File: config.mk
export PLATFORM = sky130hd
export DESIGN_NAME = lif_neuron_scheduler
export DESIGN_NICKNAME = d
export VERILOG_FILES = /design/src/rtl/lif_neuron_scheduler.sv
export SDC_FILE = /design/constraint.sdc
export NUM_CORES = 1
export LEC_CHECK = 0
export BUFFER_PORTS_ARGS = -buffer_cell sky130_fd_sc_hd__buf_2
export CORE_UTILIZATION = 61
export CTS_CLUSTER_DIAMETER = 150
export DETAILED_ROUTE_END_ITERATION = 10
export PLACE_DENSITY_LB_ADDON = 0.1
export SLEW_MARGIN = 10
export SYNTH_ARGS = -nofsm -noshare
export SYNTH_HDL_FRONTEND = slang
export SYNTH_HIERARCHICAL = 1
export SYNTH_SLANG_ARGS = --single-unit
File: constraint.sdc
create_clock -name clk -period 6.45 [get_ports clk]
set_clock_uncertainty 0.15 [all_clocks]
set_input_delay 0.9675 -clock clk [delete_from_list [all_inputs] [get_ports clk]]
set_output_delay 0.9675 -clock clk [all_outputs]
set_load 0.01 [all_outputs]
File: src/rtl/lif_neuron_scheduler.sv
// Time-multiplexed leaky integrate-and-fire scheduler: one update datapath sweeps NUM_NEURONS states per tick.
// Define LIF_EXT_TICK_EN to replace the internal prescaler with an external tick input (ext_tick_i).

module lif_neuron_update #(
    parameter int POT_W        = 8,
    parameter int REF_W        = 4,
    parameter int REFRAC_TICKS = 2
) (
    input  logic [POT_W-1:0] pot_i,
    input  logic [REF_W-1:0] ref_i,
    input  logic             stim_i,
    input  logic [3:0]       weight_i,
    input  logic [POT_W-1:0] threshold_i,
    input  logic [2:0]       leak_shift_i,
    output logic [POT_W-1:0] pot_o,
    output logic [REF_W-1:0] ref_o,
    output logic             fire_o
);
    logic [POT_W-1:0] leak;
    logic [POT_W:0]   sum;
    logic [POT_W-1:0] sat;

    always_comb begin
        leak   = (leak_shift_i != 3'd0) ? (pot_i >> leak_shift_i) : '0;
        // One extra bit so the weight add can saturate instead of wrapping.
        sum    = {1'b0, pot_i} - {1'b0, leak} + (stim_i ? {{(POT_W-3){1'b0}}, weight_i} : '0);
        sat    = sum[POT_W] ? '1 : sum[POT_W-1:0];
        pot_o  = sat;
        ref_o  = '0;
        fire_o = 1'b0;
        if (ref_i != '0) begin
            pot_o = '0;
            ref_o = ref_i - REF_W'(1);
        end else if ((threshold_i != '0) && (sat >= threshold_i)) begin
            pot_o  = '0;
            ref_o  = REF_W'(REFRAC_TICKS);
            fire_o = 1'b1;
        end
    end
endmodule

module lif_neuron_scheduler #(
    parameter int          NUM_NEURONS  = 4,
    parameter int          POT_W        = 8,
    parameter int unsigned MAX_COUNT    = 24'd10_000_000,
    parameter int          REFRAC_TICKS = 2,
    localparam int         SEL_W        = $clog2(NUM_NEURONS)
) (
    input  logic                   clk,
    input  logic                   rst_n,
    input  logic                   ena,
`ifdef LIF_EXT_TICK_EN
    input  logic                   ext_tick_i,
`endif
    input  logic [NUM_NEURONS-1:0] stim_i,
    input  logic [3:0]             weight_i,
    input  logic [POT_W-1:0]       threshold_i,
    input  logic [2:0]             leak_shift_i,
    input  logic [SEL_W-1:0]       sel_i,
    output logic                   tick_o,
    output logic                   busy_o,
    output logic [NUM_NEURONS-1:0] spike_o,
    output logic                   spike_valid_o,
    output logic [POT_W-1:0]       pot_o,
    output logic                   overrun_o
);
    localparam int REF_W = 4;

    typedef enum logic [1:0] {IDLE, UPDATE, DONE} state_t;

    state_t                            state_q, state_d;
    logic [SEL_W-1:0]                  idx_q, idx_d;
    logic [NUM_NEURONS-1:0]            stim_q, stim_d;
    logic [NUM_NEURONS-1:0]            acc_q, acc_d;
    logic [NUM_NEURONS-1:0]            spike_q, spike_d;
    logic [3:0]                        weight_q, weight_d;
    logic [POT_W-1:0]                  thr_q, thr_d;
    logic [2:0]                        ls_q, ls_d;
    logic [NUM_NEURONS-1:0][POT_W-1:0] pot_q, pot_d;
    logic [NUM_NEURONS-1:0][REF_W-1:0] ref_q, ref_d;
    logic [POT_W-1:0]                  pot_out_q, pot_out_d;
    logic                              overrun_q, overrun_d;
    logic                              tick;
    logic [POT_W-1:0]                  upd_pot;
    logic [REF_W-1:0]                  upd_ref;
    logic                              upd_fire;

`ifdef LIF_EXT_TICK_EN
    assign tick = ena & ext_tick_i;
`else
    localparam int CNT_W = (MAX_COUNT > 1) ? $clog2(MAX_COUNT) : 1;
    logic [CNT_W-1:0] cnt_q, cnt_d;

    always_comb begin
        tick  = ena && (cnt_q == CNT_W'(MAX_COUNT - 1));
        cnt_d = cnt_q;
        if (ena) cnt_d = tick ? '0 : cnt_q + CNT_W'(1);
    end

    always_ff @(posedge clk) begin
        if (!rst_n) cnt_q <= '0;
        else        cnt_q <= cnt_d;
    end
`endif

    lif_neuron_update #(
        .POT_W        (POT_W),
        .REF_W        (REF_W),
        .REFRAC_TICKS (REFRAC_TICKS)
    ) u_upd (
        .pot_i        (pot_q[idx_q]),
        .ref_i        (ref_q[idx_q]),
        .stim_i       (stim_q[idx_q]),
        .weight_i     (weight_q),
        .threshold_i  (thr_q),
        .leak_shift_i (ls_q),
        .pot_o        (upd_pot),
        .ref_o        (upd_ref),
        .fire_o       (upd_fire)
    );

    always_comb begin
        state_d   = state_q;
        idx_d     = idx_q;
        stim_d    = stim_q;
        weight_d  = weight_q;
        thr_d     = thr_q;
        ls_d      = ls_q;
        acc_d     = acc_q;
        spike_d   = spike_q;
        pot_d     = pot_q;
        ref_d     = ref_q;
        overrun_d = overrun_q | (tick & (state_q != IDLE));
        case (state_q)
            IDLE: begin
                if (tick) begin
                    stim_d   = stim_i;
                    weight_d = weight_i;
                    thr_d    = threshold_i;
                    ls_d     = leak_shift_i;
                    idx_d    = '0;
                    acc_d    = '0;
                    state_d  = UPDATE;
                end
            end
            UPDATE: begin
                pot_d[idx_q] = upd_pot;
                ref_d[idx_q] = upd_ref;
                acc_d[idx_q] = upd_fire;
                // Publish on the last write so spike_o is already valid during DONE.
                if (idx_q == SEL_W'(NUM_NEURONS - 1)) begin
                    spike_d = acc_d;
                    state_d = DONE;
                end else begin
                    idx_d = idx_q + SEL_W'(1);
                end
            end
            DONE: begin
                acc_d   = '0;
                state_d = IDLE;
            end
            default: state_d = IDLE;
        endcase
        // Read through the write port so a value written at an edge is visible right after it.
        pot_out_d = '0;
        if (int'(sel_i) < NUM_NEURONS) pot_out_d = pot_d[sel_i];
    end

    always_ff @(posedge clk) begin
        if (!rst_n) begin
            state_q   <= IDLE;
            idx_q     <= '0;
            stim_q    <= '0;
            weight_q  <= '0;
            thr_q     <= '0;
            ls_q      <= '0;
            acc_q     <= '0;
            spike_q   <= '0;
            pot_q     <= '0;
            ref_q     <= '0;
            pot_out_q <= '0;
            overrun_q <= 1'b0;
        end else begin
            state_q   <= state_d;
            idx_q     <= idx_d;
            stim_q    <= stim_d;
            weight_q  <= weight_d;
            thr_q     <= thr_d;
            ls_q      <= ls_d;
            acc_q     <= acc_d;
            spike_q   <= spike_d;
            pot_q     <= pot_d;
            ref_q     <= ref_d;
            pot_out_q <= pot_out_d;
            overrun_q <= overrun_d;
        end
    end

    assign tick_o        = tick;
    assign busy_o        = (state_q != IDLE);
    assign spike_valid_o = (state_q == DONE);
    assign spike_o       = spike_q;
    assign pot_o         = pot_out_q;
    assign overrun_o     = overrun_q;
endmodule

Word level (Yosys, flattened, before mapping)
Cells that the tools add are included.

Word-level logic and storage cells: 89. Output and inout port bits: 16. Flip-flop bits (word level): 112. Input port bits: 24.

Add/sub/neg operators: 5. Reduce and logical (&&, ||, !) cells: 15. Equality and inequality tests: 7. Mux-type cells: 36. $lt $le $gt $ge: 4. Bitwise operators: 2. Shifts and indexed selects: 1.

Operator list (count): $mux 8 (7); $bmux 8 s2 (2); $bwmux 32 (1); $mux 32 (1); $add 24x1->24 const B (1); $eq 24x24->1 const B (1); $mux 24 (1); $mux 4 (5); $bwmux 16 (1); $demux 8 s2 (1); $pmux 4 s3 (1); $mux 2 (5); $add 9x9->9 (1); $sub 8x8->9 (1); $bmux 4 s2 (1); $demux 4 s2 (1); $ge 8x8->1 (1); $pmux 2 s2 (2); $reduce_and 2->1 (4); $reduce_bool 8->1 (1); $shr 8x3->8 (1); $lt 2x3->1 const B (2); $ne 2x2->1 const B (3); $reduce_bool 3->1 (2); 16 further kinds (23).

Logic depth before layout (Yosys ltp)
Gate-level depths: netlist of the first run.

Word-level depth: 15. Gate-level depth with buffers: 27. Depth with buffers taken out: 25.

Modules after synthesis
Netlist of the first run, hierarchy kept.

By module, submodules not included: lif_neuron_scheduler (seq. area each 2222.1 um2, times used 1, area each 5207.5 um2, cells an instance 582); lif_neuron_update (seq. area each 0.0 um2, times used 1, area each 1198.6 um2, cells an instance 170).

Worst setup path before layout of the first run
No wires, ideal clock.

Path type: reg-to-reg. From: reg idx_q[0]. To: reg pot_out_q[6] (netlist: pot_o[6]). Data arrival time: 5676 ps. Clock period less this slack: 5918 ps. Stages on the path, launching flop included: 23. Setup time: 92 ps. Required time: 6208 ps. Buffers on the path: 3. Slack: 532 ps. Path through: dfxtp_1 > buf_2 > buf_2 > mux4_2 > mux2_2 > a221oi_1 > a21oi_1 > fa_1 > inv_1 > ha_1 > o21ai_1 > a211oi_2 > mux2i_1 > and2_1 > buf_4 > nand3_1 > ha_1 > and3_4 > a221o_2 > a221o_1 > a21oi_1 > nor2_1 > o32ai_1.

Longest elaborated chain between the ends: 15. Elaborated cells between the ends (all ways): 26. Those cells by class: add/sub: 2; order compare: 3; shift: 1; mux: 17; reduce/logical: 3.

Ends and longest elaborated chain: from (decl) (line 72) `logic [SEL_W-1:0] idx_q, idx_d;`; from (signal assigned) (line 185) `idx_q <= idx_d;`; $bmux 8 s2 (line 111) `.pot_i (pot_q[idx_q]),`; $mux 8 (not written as such) (line 111); $shr 8x3->8 (line 24) `leak = (leak_shift_i != 3'd0) ? (pot_i >> leak_shift_i) : '0;`; $mux 8 (line 24); $sub 8x8->9 (line 26) `sum = {1'b0, pot_i} - {1'b0, leak} + (stim_i ? {{(POT_W-3){1'b0}}, weight_i} : '0);`; $add 9x9->9 (line 26); $mux 8 (line 27) `sat = sum[POT_W] ? '1 : sum[POT_W-1:0];`; $ge 8x8->1 (line 34) `end else if ((threshold_i != '0) && (sat >= threshold_i)) begin`; $logic_and 1x1->1 (line 34); $mux 8 (line 34); $mux 8 * (line 31) `if (ref_i != '0) begin`; named net upd_pot[6] (line 84) `logic [POT_W-1:0] upd_pot;`; $bwmux 32 * (line 147) `pot_d[idx_q] = upd_pot;`; $mux 32 * (line 134) `case (state_q)`; $bmux 8 s2 * (line 166) `if (int'(sel_i) < NUM_NEURONS) pot_out_d = pot_d[sel_i];`; $mux 8 (not written as such) * (line 166); to (signal assigned) (line 194) `pot_out_q <= pot_out_d;`; to (decl) (line 81) `logic [POT_W-1:0] pot_out_q, pot_out_d;`.

The timed path passes the listed nets; every way through them passes the cells marked *. The select of a mux whose other input is x is not followed. A chain may end at the register's enable or synchronous reset.

Worst setup path after layout of the first run
From: reg idx_q[0]. To: reg pot_out_q[7] (netlist: pot_o[7]).

The elaborated chain is that of the path after synthesis.

==> flow_summary.yaml, run 1 <==
routing:
  vias: 5608
  wl_per_cell_um: 17.50
  met2_wirelength_um: 7509
  routed_wl_um: 15860
  wl_met1_um: 6967
  drtAntennaViolNets: 0
  drtIter0Drc: 561
  via_per_inst: 6.190
  highest_layer: "met4"
  firstDrtPassIters: 5
  met3WireLength_um: 1029
  drc: 0
layout:
  drive_above_1_share_pct: 12.60
  layout.nets: 819
  areaGrowthSynthToFinish_pct: 7.227
  regArea_mm2: 0.002222
  fillers: 869
  antennaDiodeCount: 0
  multi_input_area_mm2: 0.003886
  fin_cells: 906
clock_tree:
  postCtsHoldBufs: 0
  path_clk_slew_ns: 0.10
  insertion_delay_ns: 0.39
  clock_path_buffers: 2
  cts_buffers: 9
  cts_tree: "built"
  clock-sinks: 111
  clockRootBuffer: "clkbuf_8"
  cts_max_level: 3
hold_path:
  min-delay-path-class: "register to register"
  whs_path_depth: 2
  worstHoldStart: "weight_q[3]"
  holdPathEnd: "weight_q[3]"
floorplanning:
  rows: 37
  die_y_um: 104.5
  die_w_um: 104.5
  start_util_pct: 62.61
  dieArea_mm2: 0.01092
  core_mm2: 0.01023
  boundaryPins: 40
yosys:
  yosys-mux-area-fraction_pct: 9.668
  synth_seq_area_share_pct: 34.69
  yosys_warnings: 6
  ys.flop_type: "dfxtp_1"
  synth_seq_cells: 111
  synth_cell_types: 63
  synth_top_area_share_pct: 34.69
  synthTopCellsByCount: "nand2_1 (174), dfxtp_1 (111), a21boi_0 (56)"
  ys_top_cells_by_area: "dfxtp_1 (35%), nand2_1 (10%), a21boi_0 (6.6%)"
  synthCells: 752
  synth_xor_area_share_pct: 2.188
  synth_compound_area_share_pct: 18.30
  synth_top_family_by_area: "simple AND/OR/NAND/NOR gates"
  synth_most_common_cell: "nand2_1"
  synthesis.nets: 806
  synth_area_leader_cell: "dfxtp_1"
  ys_async_sr_fraction_pct: 0
  synth_edf_count: 0
  yosys.area_share.simple_pct: 23.71
  synth_fa_ha_area_share_pct: 6.328
  synth.avg_cell_area_um2: 8.519
  syn_area_mm2: 0.006406
power:
  p_leak_nw: 2.549
  p_per_area_mw_per_mm2: 178.7
  ir_drop_mv: 0.2571
timing:
  fin_crit_sh_pct: 94.40
  report.final.slew_viol_count: 0
  hold_slack_ns: 0.3139
  tns_ns: 0
  max_slew_margin_pct: 24.36
  period_minus_slack_ns: 6.089
  worstMarginPinSlew_ns: 1.131
  worst_slack_ns: 0.3609
  timing.fmax_mhz: 164.2
  rsz0062_at_grt: "false"
  hold_violations: 0
  setup_viol: 0
worst_setup_path:
  reg2reg_slack_ns: 0.36
  timing.rr.start: "idx_q[0]"
  r2r_cells: 20
  required_ns: 6.60
  cp-end-kind: "register"
  r2r_end: "pot_o[7]"
  cp.arrival_ns: 6.24
  path_class: "register to register"
  path_max_fanout: 10
  cp-start-kind: "register"
placed_design:
  gp_congestion: 0.9516
  post-dp-hpwl_um: 10990
  dp.cells: 890
  place_ws_ns: 0.2559
  io_buffers: 39
global_routing:
  grt-ovfl-total: 0
  grt_max_degree: 62
  track_usage_pct: 29.65
  grt_pass1_vias: 5208
  antenna_found_initial: 0
  grt_pass1_wl_um: 25850
flow_run:
  maxCapViolations: 0
outcome:
  status: "complete, no violations"
[through the flow]
step	util, %	power, mW	cell area (µm²)
after floorplan	-	0.7500	6406
after global placement	64.77	0.7712	6626
after detailed placement	64.77	0.7730	6626
after CTS	66.91	1.234	6845
after global routing	67.14	1.270	6869
final	67.14	1.228	6869
[worst max-delay path, cell delays in order, from the launching register on]
cell and delay [ns]:
dfxtp_1 0.36, buf_6 0.20, mux4_2 0.58, mux2i_1 0.22, nor2_1 0.07, a31oi_1 0.22
a21oi_1 0.13, fa_1 0.53, fa_1 0.47, nand2b_1 0.21, a211oi_2 0.21, mux2i_1 0.23
and2_2 0.25, nand3_1 0.11, ha_1 0.32, and3_4 0.18, a221o_2 0.42, a221o_1 0.38
a31oi_2 0.40, nor2_1 0.09, o32ai_1 0.27
[placed cells by master (no fill, tap or decap), types with 6 or more instances in the layout]
cell type	Yosys	layout
nand2_1	174	174
dfxtp_1	111	111
a21boi_0	56	56
buf_2	7	39
nor2_1	30	30
mux2i_1	27	27
inv_1	26	26
ha_1	26	26
a21oi_1	23	23
nand2b_1	16	16
or3_1	15	15
o21ai_0	15	15
mux4_2	13	13
xor2_1	12	12
nor2b_1	10	10
nand3_1	10	10
clkbuf_8	0	9
buf_4	3	9
o22ai_1	8	8
o221ai_1	8	8
o32ai_1	8	7
o31ai_1	7	7
or4_1	7	7
nor3_1	7	7
and2_1	7	6
a21o_1	6	6
[power by group]
group / leakage, nW / total (mW) / internal, mW / switching, mW
registers: 0.895 / 0.690 / 0.688 / 0.00198
logic: 1.54 / 0.0694 / 0.0285 / 0.0409
clock network: 0.115 / 0.468 / 0.221 / 0.247
total: 2.55 / 1.23 / 0.938 / 0.290
[routing by layer]
metal | vias up | track usage [%]
met5 | - | 0
met4 | 0 | 10.31
met3 | 39 | 6.955
met2 | 210 | 47.40
met1 | 2686 | 39.19
li1 | 2673 | -
[kinds of logic (layout without fill, tap and decap cells)]
kind of cell    after synthesis  after routing
xor+xnor                     16             16
buf+inv                      73             91
flops                       111            111
mux                          45             45
other cells                   1              1
simple gates                313            313
compound gates              163            163
fa+ha+maj                    30             30
[registers in the layout, indices dropped and copies added, names as in the netlist]
signal     flops
ref_q         16
thr_q          8
weight_q       4
overrun_o      1
idx_q          2
state_q        2
spike_o        4
pot_o          8
ls_q           3
acc_q          3
pot_q         32
cnt_q         24
stim_q         4
[worst max path at each step]
stage / start / to / depth (start not counted)
finish: idx_q[0] / pot_o[7] / 20
global route: idx_q[0] / pot_o[6] / 25
CTS: idx_q[0] / pot_o[3] / 20
detailed placement: idx_q[0] / pot_o[3] / 20
global placement: idx_q[0] / pot_o[6] / 21
floorplan: idx_q[0] / pot_o[6] / 22
[cell type report]
class	count	share of cell area (%)
multi-input cells	568	56.58
flip-flops and latches	111	32.35
repair buffers	49	3.989
well taps	136	2.477
clock buffers	9	1.803
inverters	26	1.421
clock inverters	7	1.384
[timing repair]
| action | CTS | global route |
|---|---|---|
| setup endpoints to repair | 0 | 29 |
| setup buffers | 0 | 0 |
| resized for setup | 0 | 4 |
(Power assumes the default switching activity.)
==> run 2: changes to the inputs <==
--- a/config.mk
+++ b/config.mk
@@ -5,8 +5,9 @@
 export SDC_FILE = /design/constraint.sdc
 export NUM_CORES = 1
 export LEC_CHECK = 0
+export ABC_AREA = 1
 export BUFFER_PORTS_ARGS = -buffer_cell sky130_fd_sc_hd__buf_2
-export CORE_UTILIZATION = 61
+export CORE_UTILIZATION = 62
 export CTS_CLUSTER_DIAMETER = 150
 export DETAILED_ROUTE_END_ITERATION = 10
 export PLACE_DENSITY_LB_ADDON = 0.1
==> run 2 against run 1 <==
Worst hold slack better by 0.00071 ns. Sequential cell count stayed put. Sequential share of layout area decreased by 0.57 points. Register-to-register slack gained 0.29 ns. Count of clock-buffer cells in the layout did not move. Largest power group unchanged.
==> flow_summary.yaml, run 2 <==
outcome:
  status: "complete, no violations"
clock_tree:
  clock_path_buffers: 2
  insertion_delay_ns: 0.39
  clock-sinks: 111
  cts_max_level: 3
  cts_tree: "built"
  path_clk_slew_ns: 0.11
  post_cts_resized: 0
  post-cts-setup-buffers: 0
  clockRootBuffer: "clkbuf_8"
  cts_buffers: 9
  postCtsHoldBufs: 0
routing:
  firstDrtPassIters: 5
  via_per_inst: 5.291
  drc: 0
  wl_per_cell_um: 13.07
  drtAntennaViolNets: 0
  vias: 6217
  met3WireLength_um: 775
  routed_wl_um: 15360
  met2_wirelength_um: 7130
  highest_layer: "met4"
  wl_met1_um: 6942
  drtIter0Drc: 296
worst_setup_path:
  max_stage_delay_ns: 0.57
  reg2reg_slack_ns: 0.65
  cp_slowest_cell: "inv_1"
  path_class: "register to register"
  crit_top_cell: "nand2_1"
  cp-end-kind: "register"
  required_ns: 6.62
  cp-start-kind: "register"
  path_max_fanout: 24
  cp.arrival_ns: 5.97
power:
  total_power_mw: 1.154
  ir_drop_mv: 0.1607
  p_leak_nw: 3.341
  p_per_area_mw_per_mm2: 165.1
global_routing:
  grt_max_degree: 69
  grt_pass1_vias: 5831
  grt_pass1_wl_um: 26060
  track_usage_pct: 28.98
  grt-ovfl-total: 0
  antenna_found_initial: 0
timing:
  rsz0062_at_grt: "false"
  tns_ns: 0
  setup_viol: 0
  hold_violations: 0
  max_slew_margin_pct: 45.26
  report.final.slew_viol_count: 0
  period_minus_slack_ns: 5.802
  hold_slack_ns: 0.3146
  timing.fmax_mhz: 172.4
  worstMarginPinSlew_ns: 0.8181
  fin_crit_sh_pct: 89.95
floorplanning:
  boundaryPins: 40
  die_y_um: 105.5
  core_mm2: 0.01037
  die_w_um: 105.5
  start_util_pct: 64.07
  rows: 37
  dieArea_mm2: 0.01113
layout:
  layout_common_cells: "nand2_1 (257), inv_1 (142), nor2_1 (136)"
  biggestRegsByFlops: "pot_q: 32 flops, cnt_q: 24 flops, ref_q: 16 flops"
  antennaDiodeCount: 0
  fin_area_mm2: 0.006992
  layout.nets: 1088
  largest-register: "pot_q"
  final_common_cell: "nand2_1"
  areaGrowthSynthToFinish_pct: 5.235
  largest_register_ff_count: 32
  drive_above_1_share_pct: 11.07
  fin_cells: 1175
yosys:
  synth_edf_count: 0
  synth_cell_types: 41
  synth_area_leader_cell: "dfxtp_1"
  ys_top_cells_by_area: "dfxtp_1 (33%), nand2_1 (15%), inv_1 (8.0%)"
  synth_most_common_cell: "nand2_1"
  synth_seq_cells: 111
  syn_area_mm2: 0.006644
  synthTopCellsByCount: "nand2_1 (257), inv_1 (142), nor2_1 (136)"
  synth.avg_cell_area_um2: 6.533
  yosys_warnings: 6
  synth_seq_area_share_pct: 33.45
  synthCells: 1017
  synthesis.nets: 1071
  ys.flop_type: "dfxtp_1"
  ys_async_sr_fraction_pct: 0
  synth_top_area_share_pct: 33.45
flow_run:
  maxCapViolations: 0
placed_design:
  post-dp-hpwl_um: 10870
  io_buffers: 39
  gp_congestion: 0.9219
  placed_cell_area_mm2: 0.006813
  dp.cells: 1159
hold_path:
  min-delay-path-class: "register to register"
-- run 2: cell count changes in the layout (fill, tap and decap cells not counted), sizes merged, moves of 16 or more --
cell    previous run  this run
inv               28       154
nor2              30       144
nand2            174       272
nand3             10        69
a21boi            56         0
a21oi             23        77
o21ai             18        70
mux2i             27         0
nand2b            16         0
-- run 2: stage by stage --
step                setup slack, ns  util, %
floorplan                     1.457        -
global placement             0.9189    65.70
detailed placement           0.7601    65.70
CTS                          0.7044    67.42
global route                 0.1089    67.42
finish                       0.6483    67.42
-- run 2: final cells by class --
cell class / count / area [µm²]
well taps: 136 / 170.2
multi-input cells: 717 / 3625
clock buffers: 9 / 123.9
clock inverters: 7 / 55.05
repair buffers: 43 / 225.2
inverters: 152 / 570.5
fillers: 984 / 3378
flip-flops and latches: 111 / 2222
-- run 2: layer usage --
metal	track usage [%]	vias up
li1	-	3223
met5	0	-
met2	47.46	162
met4	15.28	0
met3	4.824	41
met1	36.59	2791
-- run 2: kinds of logic (layout without fill, tap and decap cells) --
| group | count (synthesis) | after routing | share of synthesized area [%] |
|---|---|---|---|
| AND/OR/NAND/NOR | 519 | 519 | 34.58 |
| buffers and inverters | 189 | 211 | 12.00 |
| AO/OA/AOI/OAI | 158 | 158 | 12.64 |
| flip-flops | 111 | 111 | 33.45 |
| adder cells (fa/ha/maj) | 30 | 30 | 6.102 |
| XOR/XNOR | 9 | 9 | 1.187 |
| other | 1 | 1 | 0.05644 |
-- run 2: power by group --
group	total [mW]	switching (mW)	internal, mW
combinational	0.0633	0.0429	0.0204
clock	0.400	0.255	0.145
sequential	0.691	0.00227	0.689
total	1.15	0.300	0.854
-- run 2: worst max-delay path, delay by kind of cell, from the launching register on --
kind                       cells  cell delay (ns)
buffers and inverters          2             0.62
and+or+nand+nor               18             1.79
DFF                            1             0.38
AOI/OAI and AO/OA              9             1.48
adders and majority gates      3             1.26
-- run 2: final timing paths --
check / startpoint / to / depth (start not counted)
min: overrun_o / overrun_o / 2
max reg2reg: idx_q[1] / pot_o[6] / 32
min reg2reg: overrun_o / overrun_o / 2
max: idx_q[1] / pot_o[6] / 32
==> run 3: changes to the inputs <==
--- a/config.mk
+++ b/config.mk
@@ -7,7 +7,7 @@
 export LEC_CHECK = 0
 export ABC_AREA = 1
 export BUFFER_PORTS_ARGS = -buffer_cell sky130_fd_sc_hd__buf_2
-export CORE_UTILIZATION = 62
+export CORE_UTILIZATION = 66
 export CTS_CLUSTER_DIAMETER = 150
 export DETAILED_ROUTE_END_ITERATION = 10
 export PLACE_DENSITY_LB_ADDON = 0.1
==> constraint.sdc (replaced) <==
create_clock -name clk -period 6.8 [get_ports clk]
set_clock_uncertainty 0.15 [all_clocks]
set_input_delay 1.02 -clock clk [delete_from_list [all_inputs] [get_ports clk]]
set_output_delay 1.02 -clock clk [all_outputs]
set_load 0.01 [all_outputs]
==> run 3 against run 2 <==
Fmax fell by 4.0%. Critical endpoint unchanged. Clock power rose by 5.2%. Highest routed layer unchanged. Die area fell by 5.9%.
==> flow_summary.yaml, run 3 (synthesis gave the netlist of run 2 again) <==
worst_setup_path:
  cp_top_family: "compound AO/OA/AOI/OAI gates"
  crit_top_cell: "nand2_1"
  cp.depth: 30
  cp_slowest_cell: "fa_1"
  crit_buf_inv: 3
  cp-end-kind: "register"
  r2r_cells: 30
  path_max_fanout: 22
  cp-start-kind: "register"
  required_ns: 6.96
  cp.arrival_ns: 6.20
  max_stage_delay_ns: 0.50
  path_class: "register to register"
global_routing:
  grt_max_degree: 69
  grt-ovfl-total: 0
  track_usage_pct: 30.80
  grt_pass1_vias: 5658
  antenna_found_initial: 0
  grt_pass1_wl_um: 25430
flow_run:
  maxCapViolations: 0
routing:
  drtIter0Drc: 273
  wl_per_cell_um: 12.71
  drtAntennaViolNets: 0
  via_per_inst: 5.260
  firstDrtPassIters: 5
  drc: 0
  vias: 6165
  routed_wl_um: 14900
power:
  p_clk_share_pct: 37.1
  swShare_pct: 25.14
  power_switching_mw: 0.2855
  intPower_mw: 0.8499
  p_leak_nw: 3.354
  combPwrFrac_pct: 5.3
  p_per_area_mw_per_mm2: 161.9
  seqPwrFrac_pct: 57.7
  ir_drop_mv: 0.1410
clock_tree:
  clockRootBuffer: "clkbuf_8"
  postCtsHoldBufs: 0
  insertion_delay_ns: 0.39
  path_clk_slew_ns: 0.11
  cts_buffers: 9
  cts_max_level: 3
  post_cts_resized: 0
  post-cts-setup-buffers: 0
  clock_path_buffers: 2
  clock-sinks: 111
  cts_tree: "built"
timing:
  tns_ns: 0
  hold_slack_ns: 0.3133
  report.final.slew_viol_count: 0
  fin_crit_sh_pct: 88.83
  setup_viol: 0
  max_slew_margin_pct: 43.56
  period_minus_slack_ns: 6.041
  hold_violations: 0
  rsz0062_at_grt: "false"
  worstMarginPinSlew_ns: 0.8435
  timing.fmax_mhz: 165.5
layout:
  final_util_pct: 71.74
  largest_register_ff_count: 32
  areaGrowthSynthToFinish_pct: 5.537
  final_common_cell: "nand2_1"
  layout_common_cells: "nand2_1 (257), inv_1 (142), nor2_1 (136)"
  fin_area_mm2: 0.007012
  drive_above_1_share_pct: 10.97
  antennaDiodeCount: 0
  largest-register: "pot_q"
  biggestRegsByFlops: "pot_q: 32 flops, cnt_q: 24 flops, ref_q: 16 flops"
  layout.nets: 1088
hold_path:
  min-delay-path-class: "register to register"
  whs_path_depth: 2
floorplanning:
  dieArea_mm2: 0.01047
  die_w_um: 102.3
  start_util_pct: 67.97
  die_y_um: 102.3
  boundaryPins: 40
  core_mm2: 0.009774
  rows: 36
outcome:
  status: "complete, no violations"
placed_design:
  gp_congestion: 0.9057
  placed_cell_area_mm2: 0.006809
  post-dp-hpwl_um: 10560
  io_buffers: 39
==> run 3: cell types whose count changed in the layout (fill, tap and decap cells not counted) <==
cell and change:
clkinvlp_4 -1, clkinv_2 -1, clkbuf_1 +1, bufinv_16 +1, inv_6 -1, inv_8 +1
==> run 3: routing by layer <==
layer  wire length [µm]  vias up  GRT usage [%]
li1                   -     3228              -
met1               6905     2766          39.40
met2               7013      144          52.35
met3                664       27          4.925
met4                317        0          11.32
met5                  0        -              0
==> run 3: power groups by stage <==
| stage | registers, mW | logic [mW] | clock network [mW] |
|---|---|---|---|
| detailed placement | 0.670 | 0.0587 | 0 |
| global placement | 0.670 | 0.0581 | 0 |
| CTS | 0.655 | 0.0591 | 0.428 |
| finish | 0.655 | 0.0597 | 0.421 |
| global route | 0.656 | 0.0674 | 0.451 |
| floorplan | 0.671 | 0.0399 | 0 |
==> run 3: worst paths after layout <==
path,startpoint,to,slack (ns)
worst min register to register,overrun_o,overrun_o,0.31
worst max register to register,idx_q[0],pot_o[6],0.76
worst max-delay path,idx_q[0],pot_o[6],0.76
worst min-delay path,overrun_o,overrun_o,0.31
==> run 3: stage by stage <==
stage          worst slack [ns]  instances  total power [mW]
2_1_floorplan             1.807       1017            0.7107
3_3_place_gp              1.080       1156            0.7280
3_5_place_dp             0.8932       1156            0.7285
4_1_cts                  0.8032       1172             1.142
5_1_grt                  0.1187       1172             1.175
6_report                 0.7593       1172             1.135
==> run 3: area by class of cell <==
type	instances	area, µm²
inverters	152	570.5
clock inverters	6	75.07
repair buffers	43	225.2
multi-input cells	717	3625
flip-flops and latches	111	2222
fillers	881	2763
clock buffers	10	127.6
well taps	133	166.4
==> run 3: worst min-delay path, delay by kind of cell (launching register included) <==
| family | cells | cell delay [ns] |
|---|---|---|
| compound gates | 1 | 0.06 |
| flops | 1 | 0.32 |
| buf+inv | 1 | 0.05 |
